===== config.mk =====
export PLATFORM = sky130hd
export DESIGN_NAME = decode_hazard_unit
export DESIGN_NICKNAME = d
export VERILOG_FILES = /design/src/rtl/decode_hazard_unit.sv
export SDC_FILE = /design/constraint.sdc
export NUM_CORES = 1
export LEC_CHECK = 0
export ABC_AREA = 1
export BUFFER_PORTS_ARGS = -buffer_cell sky130_fd_sc_hd__buf_2
export CORE_MARGIN = 4
export CORE_UTILIZATION = 30
export CTS_CLUSTER_DIAMETER = 150
export DETAILED_ROUTE_END_ITERATION = 8
export PLACE_DENSITY = 0.54
export SLEW_MARGIN = 20
export SYNTH_ARGS = -nofsm -noshare
export SYNTH_HDL_FRONTEND = slang
export SYNTH_SLANG_ARGS = --single-unit

===== constraint.sdc =====
create_clock -name clk -period 2.4 [get_ports clk]
set_input_delay 0.24 -clock clk [delete_from_list [all_inputs] [get_ports clk]]
set_output_delay 0.24 -clock clk [all_outputs]
set_load 0.01 [all_outputs]

===== src/rtl/decode_hazard_unit.sv =====
// decode_hazard_unit
//   Reader-side controller for the decode->execute stage latch. Keeps a small
//   scoreboard of in-flight destinations (EX/MEM/WB), detects RAW hazards,
//   holds fetch on a hazard, squashes the wrong path after a taken branch and
//   counts stall cycles.
//   Optional feature macro: DECODE_FWD_EN
//     defined   : EX/MEM bypass selects are produced and only load-use stalls
//     undefined : no bypass, any EX/MEM producer stalls the consumer
module decode_hazard_unit #(
    parameter int FLUSH_CYCLES = 2,
    parameter int CNT_W        = 32
) (
    input  logic             clk,
    input  logic             rst_n,
    input  logic             id_valid,
    input  logic [4:0]       id_rs1,
    input  logic [4:0]       id_rs2,
    input  logic             id_use_rs1,
    input  logic             id_use_rs2,
    input  logic [4:0]       id_rd,
    input  logic             id_wr,
    input  logic             id_load,
    input  logic             br_taken,
    output logic             latch_ena,
    output logic             pc_hold,
    output logic [1:0]       fwd_a,
    output logic [1:0]       fwd_b,
    output logic [1:0]       state,
    output logic [CNT_W-1:0] stall_cycles
);

    localparam logic [1:0] ST_RUN     = 2'd0;
    localparam logic [1:0] ST_STALL   = 2'd1;
    localparam logic [1:0] ST_FLUSH   = 2'd2;
    localparam logic [2:0] FLUSH_INIT = 3'(FLUSH_CYCLES - 1);

    logic [1:0]       state_r, state_nxt_s;
    logic [2:0]       cnt_r, cnt_nxt_s;
    logic [4:0]       ex_rd_r, mem_rd_r, wb_rd_r;
    logic             ex_wr_r, mem_wr_r, wb_wr_r;
    logic             ex_ld_r, mem_ld_r, wb_ld_r;
    logic [CNT_W-1:0] stall_cnt_r;

    logic             m1_ex_s, m2_ex_s, m1_mem_s, m2_mem_s;
    logic             hazard_s, flush_s, issue_s;
    logic [1:0]       fwd_a_s, fwd_b_s;
    logic             unused_s;

    // A source matches a producer when it is read, written, equal and not x0.
    function automatic logic reg_match(input logic use_s, input logic [4:0] rs,
                                       input logic wr_k, input logic [4:0] rd_k);
        return use_s & wr_k & (rs == rd_k) & (rd_k != 5'd0);
    endfunction

    assign m1_ex_s  = reg_match(id_use_rs1, id_rs1, ex_wr_r,  ex_rd_r);
    assign m2_ex_s  = reg_match(id_use_rs2, id_rs2, ex_wr_r,  ex_rd_r);
    assign m1_mem_s = reg_match(id_use_rs1, id_rs1, mem_wr_r, mem_rd_r);
    assign m2_mem_s = reg_match(id_use_rs2, id_rs2, mem_wr_r, mem_rd_r);

    assign flush_s  = (state_r == ST_FLUSH);
    assign issue_s  = latch_ena;

    // WB is kept for visibility only: the regfile writes first, so it never stalls.
    assign unused_s = ^{ex_ld_r, mem_ld_r, wb_rd_r, wb_wr_r, wb_ld_r};

    // Hazard detection and bypass selection from the scoreboard.
    always_comb begin
        hazard_s = 1'b0;
        fwd_a_s  = 2'd0;
        fwd_b_s  = 2'd0;
`ifdef DECODE_FWD_EN
        hazard_s = (m1_ex_s | m2_ex_s) & ex_ld_r;
        if (m1_ex_s & ~ex_ld_r) begin
            fwd_a_s = 2'd1;
        end else if (m1_mem_s) begin
            fwd_a_s = 2'd2;
        end else begin
            fwd_a_s = 2'd0;
        end
        if (m2_ex_s & ~ex_ld_r) begin
            fwd_b_s = 2'd1;
        end else if (m2_mem_s) begin
            fwd_b_s = 2'd2;
        end else begin
            fwd_b_s = 2'd0;
        end
`else
        hazard_s = m1_ex_s | m2_ex_s | m1_mem_s | m2_mem_s;
`endif
    end

    // Latch control and bypass outputs, forced quiet while reset is asserted.
    always_comb begin
        latch_ena = 1'b0;
        pc_hold   = 1'b0;
        fwd_a     = 2'd0;
        fwd_b     = 2'd0;
        if (rst_n) begin
            latch_ena = ~flush_s & ~br_taken & ~hazard_s & id_valid;
            pc_hold   = hazard_s & ~br_taken & ~flush_s;
            fwd_a     = fwd_a_s;
            fwd_b     = fwd_b_s;
        end else begin
            latch_ena = 1'b0;
            pc_hold   = 1'b0;
            fwd_a     = 2'd0;
            fwd_b     = 2'd0;
        end
    end

    // Next-state logic: branch beats flush, flush beats hazard.
    always_comb begin
        state_nxt_s = state_r;
        cnt_nxt_s   = cnt_r;
        if (br_taken) begin
            state_nxt_s = ST_FLUSH;
            cnt_nxt_s   = FLUSH_INIT;
        end else begin
            case (state_r)
                ST_FLUSH: begin
                    if (cnt_r != 3'd0) begin
                        state_nxt_s = ST_FLUSH;
                        cnt_nxt_s   = cnt_r - 3'd1;
                    end else begin
                        state_nxt_s = ST_RUN;
                        cnt_nxt_s   = 3'd0;
                    end
                end
                ST_RUN, ST_STALL: begin
                    state_nxt_s = hazard_s ? ST_STALL : ST_RUN;
                end
                default: begin
                    state_nxt_s = ST_RUN;
                    cnt_nxt_s   = 3'd0;
                end
            endcase
        end
    end

    // FSM state and flush counter registers.
    always_ff @(posedge clk or negedge rst_n) begin
        if (!rst_n) begin
            state_r <= ST_RUN;
            cnt_r   <= 3'd0;
        end else begin
            state_r <= state_nxt_s;
            cnt_r   <= cnt_nxt_s;
        end
    end

    // Scoreboard shift: issued instruction or bubble enters EX, then MEM, WB.
    always_ff @(posedge clk or negedge rst_n) begin
        if (!rst_n) begin
            ex_rd_r  <= 5'd0;  ex_wr_r  <= 1'b0;  ex_ld_r  <= 1'b0;
            mem_rd_r <= 5'd0;  mem_wr_r <= 1'b0;  mem_ld_r <= 1'b0;
            wb_rd_r  <= 5'd0;  wb_wr_r  <= 1'b0;  wb_ld_r  <= 1'b0;
        end else begin
            ex_rd_r  <= issue_s ? id_rd   : 5'd0;
            ex_wr_r  <= issue_s ? id_wr   : 1'b0;
            ex_ld_r  <= issue_s ? id_load : 1'b0;
            mem_rd_r <= ex_rd_r;   mem_wr_r <= ex_wr_r;   mem_ld_r <= ex_ld_r;
            wb_rd_r  <= mem_rd_r;  wb_wr_r  <= mem_wr_r;  wb_ld_r  <= mem_ld_r;
        end
    end

    // Saturating count of cycles spent holding fetch.
    always_ff @(posedge clk or negedge rst_n) begin
        if (!rst_n) begin
            stall_cnt_r <= {CNT_W{1'b0}};
        end else if (pc_hold && (stall_cnt_r != {CNT_W{1'b1}})) begin
            stall_cnt_r <= stall_cnt_r + {{(CNT_W-1){1'b0}}, 1'b1};
        end else begin
            stall_cnt_r <= stall_cnt_r;
        end
    end

    assign state        = state_r;
    assign stall_cycles = stall_cnt_r;

endmodule

# --- Yosys cells after proc, flatten, opt, wreduce, memory -nomap -nowiden ---
# Cells that the tools add are included.
word_totals:
  regBits: 49
  inputBits: 23
  out_inout_bits: 40
  word_cells: 57
op_classes:
  addsub: 2
  n_eq_ne: 8
  mux: 11
  n_bitwise: 23
  reduce_logical: 6
ops:
  columns: ["cell", "count"]
  rows:
  - ["$add 32x1->32 const B", 1]
  - ["$ne 32x32->1 const B", 1]
  - ["$eq 5x5->1", 4]
  - ["$and 1x1->1", 17]
  - ["$reduce_bool 5->1", 2]
  - ["$mux 3", 2]
  - ["$pmux 3 s2", 1]
  - ["$mux 5", 1]
  - ["$mux 1", 4]
  - ["$mux 2", 2]
  - ["$pmux 2 s2", 1]
  - ["$not 1->1", 3]
  - ["$or 1x1->1", 3]
  - ["$reduce_bool 3->1", 1]
  - ["$sub 3x1->3 const B", 1]
  - ["$eq 2x1->1 const B", 1]
  - ["$eq 2x2->1 const B", 1]
  - ["$logic_not 2->1", 1]
  - ["$ne 2x2->1 const B", 1]
  - ["$reduce_or 2->1", 1]
  - ["$logic_and 1x1->1", 1]

# --- Depth between registers and ports, before layout ---
logic_depth:
  depth_word: 11
  mapped_depth: 12
  mapped_depth_nobuf: 11

# --- Worst setup path before layout ---
# OpenSTA, ideal clock, no wires.
synth_path:
  path_type: "register to register"
  startpoint: "register stall_cnt_r[0], in the netlist stall_cycles[0]"
  endpoint: "register stall_cnt_r[2], in the netlist stall_cycles[2]"
  setup_time_ps: 67
  arrival_time_ps: 1702
  required_ps: 2333
  path_slack_ps: 631
  path_stages_with_launch: 11
  path_buffers: 1
  path_cell_list: "dfrtp_1 -> ha_1 -> nand3_2 -> nor2_4 -> nand3_2 -> nor2_2 -> nand3_2 -> nand3_2 -> buf_6 -> nand2_1 -> nand2_1"
synth_via:
  elab_chain_len: 2
synth_rtl:
  columns: ["item", "line_no", "rtl"]
  rows:
  - ["start, declared", "42", "logic [CNT_W-1:0] stall_cnt_r;"]
  - ["start signal, assigned", "169", "stall_cnt_r <= {CNT_W{1'b0}};"]
  - ["start signal, assigned", "171", "stall_cnt_r <= stall_cnt_r + {{(CNT_W-1){1'b0}}, 1'b1};"]
  - ["start signal, assigned", "173", "stall_cnt_r <= stall_cnt_r;"]
  - ["parallel branches: the longest is 2 deep, another holds $add 32x1->32", null, null]
# Parallel ways; which one is timed is not known.
# A chain may end at the register's enable or synchronous reset.

# --- Worst setup path after layout ---
layout_path:
  startpoint: "register stall_cnt_r[0], in the netlist stall_cycles[0]"
  endpoint: "register stall_cnt_r[21], in the netlist stall_cycles[21]"
# The elaborated chain is that of the path after synthesis.

==> results by group <==
Outcome
  • Status: complete, no violations

Synthesis
  • Synth top area share: a little under two fifths
  • Ranking of synthesized cells by area: dfrtp_1, nand2_1, nor2_1
  • Top_reg_cell synth: dfrtp_1
  • Syn_area_per_cell: roughly 6.4 sq um
  • Most frequent cell after synthesis: nand2_1
  • Ys Warns: 0
  • Synth cell count leaders: nand2_1, nor2_1, dfrtp_1
  • Synth Instances: ~510
  • Area of the mapped netlist: 3310 sq um
  • #FFs+latches synth: roughly 50
  • Synth cell types: 24
  • Synth Area in Compound Gates: less than 1%
  • Synth Area in XOR/XNOR: slightly below 4%
  • Post-synthesis sequential area ratio: a little under two fifths
  • Post-synth top area cell: dfrtp_1
  • Adder-cell area share of the yosys netlist: under 10%
  • Mux cell area share after synthesis: 0%
  • Async S/R FF share, synth: between 90% and 100%
  • Post-synth EDFFs: 0
  • Simple-Gate Fraction of Synth Area: 48.5%
  • Main combinational cell family by area after synthesis: simple AND/OR/NAND/NOR gates

STA
  • Max-slew violation count: 0
  • Slew of the pin with the lowest slew margin: roughly 0.64 ns
  • Rel. slew slack: a little under three fifths
  • Fin. Hold Viols: 0
  • Max Freq: roughly 470 MHz
  • Final setup viols: 0
  • Final hold slack: between 0.1 and 0.15 ns
  • Final min period: approximately 2.1 ns
  • Skew final: approximately 0.0094 ns
  • Fin crit share: 89.1%
  • RSZ-0062 raised after global routing: no
  • Fin Setup TNS: 0 ns

Global routing
  • Number of global-route vias before repair: 3283
  • First-pass GRT wire length: 15900 microns
  • Antenna violations before repair: 0
  • Tot GR Track Use: ~15%
  • Largest net degree at the start of global routing: 50
  • Congestion Overflow GR: 0

Pwr
  • VDD IR max: roughly 0.23 mV
  • Pwr Density: ~400 nW/um^2
  • LEAKAGE: approximately 2.1 nW

Place
  • Gpl congestion: about 0.96
  • IO Port Bufs: 57
  • Hpwl dp: slightly above 7000 microns
  • Placed Cells incl. Taps: between 700 and 800
  • Placed inst area: approximately 3800 sq um

Clock tree
  • CTS sink cnt: 49
  • Max Buffers Root-to-Sink: 2
  • CTS clk-pin slew, worst paths: approximately 0.1 ns
  • CTS tree: done
  • CTS Root Cell: clkbuf_8
  • Number of hold buffers added after CTS: 0
  • Clock insertion delay at the later pin of the skew report: between 0.3 and 0.4 ns
  • H-tree depth: 2
  • Num CTS Buffers: 5
  • Post-CTS sizing: 0
  • Setup bufs post-CTS: 0

Critical path
  • Crit path arrival time: approximately 2.4 ns
  • Nature of the critical path endpoint: register
  • Critical Path RT: around 2.7 ns
  • Max FO, Critical Path: 19
  • CP Class: reg -> reg
  • Critical path startpoint category: register

Min path
  • Hold Crit Class: in -> async

Die
  • Num rows: 38
  • Starting Density: a little under a third
  • Die area: 12800 sq um
  • Chip width: around 110 microns
  • Die Height: 113 microns
  • Core box area: 10800 sq um
  • I/O Pins: 63

Routing
  • Post-route ant nets: 0
  • DRT iter0 DRCs: ~170
  • Number of remaining DRC errors: 0
  • Pre-Repair DR Iteration Count: 4
  • Aggregate routed wire length: around 9300 microns
  • Via count: ~3400
  • Vias per inst: 4.71
  • Routed wire per std cell: 13.0 microns

Finish
  • Fin area: slightly below 4000 sq um
  • Final #Nets: 600
  • Share of layout cells above drive strength 1: 14.4%
  • Layout area overhead: 17.2%
  • # diodes: 0
  • Post-Layout Cell Count: between 700 and 800

Job
  • Max cap viols: 0
-- flip-flops by register name, indices dropped and copies added, names as in the netlist --
register      flops
mem_rd_r          5
stall_cycles     32
state             2
ex_wr_r           1
mem_wr_r          1
ex_rd_r           5
cnt_r             3
-- logic make-up (layout without fill, tap and decap cells) --
| group | after synthesis | in the layout |
|---|---|---|
| other cells | 1 | 4 |
| simple gates | 377 | 377 |
| compound gates | 6 | 6 |
| buf+inv | 62 | 121 |
| fa+ha+maj | 3 | 3 |
| flops | 49 | 49 |
| xor+xnor | 15 | 15 |
-- worst max-delay path, stage by stage (launching register included) --
cell,delay [ns]
dfrtp_1,0.53
ha_1,0.34
nand3_2,0.19
nor2_4,0.20
nand3_2,0.10
nor2_2,0.11
nand3_2,0.11
nand3_2,0.11
buf_4,0.23
nand2_1,0.08
nand2_1,0.06
-- path summary, 6_finish.rpt --
check	startpoint	to	slack, ns	depth (start not counted)
max	stall_cycles[0]$_DFFE_PN0P_	stall_cycles[21]$_DFFE_PN0P_	0.26	10
min	rst_n	stall_cycles[30]$_DFFE_PN0P_	0.11	2
max reg2reg	stall_cycles[0]$_DFFE_PN0P_	stall_cycles[21]$_DFFE_PN0P_	0.26	10
min reg2reg	ex_rd_r[0]$_DFF_PN0_	mem_rd_r[0]$_DFF_PN0_	0.39	0
max in group asynchronous	rst_n	stall_cycles[27]$_DFFE_PN0P_	1.83	2
min in group clk	br_taken	cnt_r[0]$_DFFE_PN0P_	0.13	3
-- power by group --
part | switching [mW] | internal [mW] | total [mW]
registers | 0.00562 | 0.831 | 0.837
logic | 0.0731 | 0.0352 | 0.108
clock network | 0.287 | 0.339 | 0.626
total | 0.366 | 1.21 | 1.57
-- cell type report --
class / instances / area [sq um]
Fill cell: 1187 / 6920
Multi-Input combinational cell: 405 / 1820
Sequential cell: 49 / 1230
Timing Repair Buffer: 67 / 360
Tap cell: 140 / 175
Inverter: 46 / 173
Clock buffer: 6 / 82.6
Clock inverter: 2 / 37.5
-- per-stage QoR --
stage | setup WS [ns] | utilization, % | total power [mW]
5_1_grt | 0.105 | 35.9 | 1.67
3_5_place_dp | 0.329 | 34.8 | 0.964
2_1_floorplan | 0.631 | - | 0.910
3_3_place_gp | 0.354 | 34.8 | 0.961
4_1_cts | 0.270 | 35.9 | 1.62
6_report | 0.261 | 35.9 | 1.57
-- per-layer routing --
layer | wire length, microns | share of wire, % | up-vias | track usage [%]
li1 | - | - | 1719 | -
met1 | 4390 | 47 | 1561 | 20.7
met2 | 4350 | 47 | 79 | 25.2
met3 | 418 | 4.5 | 10 | 2.41
met4 | 122 | 1.3 | 0 | 3.29
met5 | 0 | 0 | - | 0
-- cells in the final DEF, fill, tap and decap left out --
cell type,n
nor2_1,76
nand2_1,231
a21oi_1,2
nor4_1,1
clkinv_1,1
ha_1,3
nand3b_1,13
nand3_1,13
buf_4,10
o21ai_0,4
clkinvlp_4,1
nand3_2,4
nor2_4,1
bufinv_16,1
xnor2_1,4
nand4_1,32
dfrtp_1,49
xor2_1,11
nor2_2,3
inv_1,45
clkbuf_8,6
nor3_1,3
conb_1,4
buf_2,57
Power figures use the tool's default switching activity.
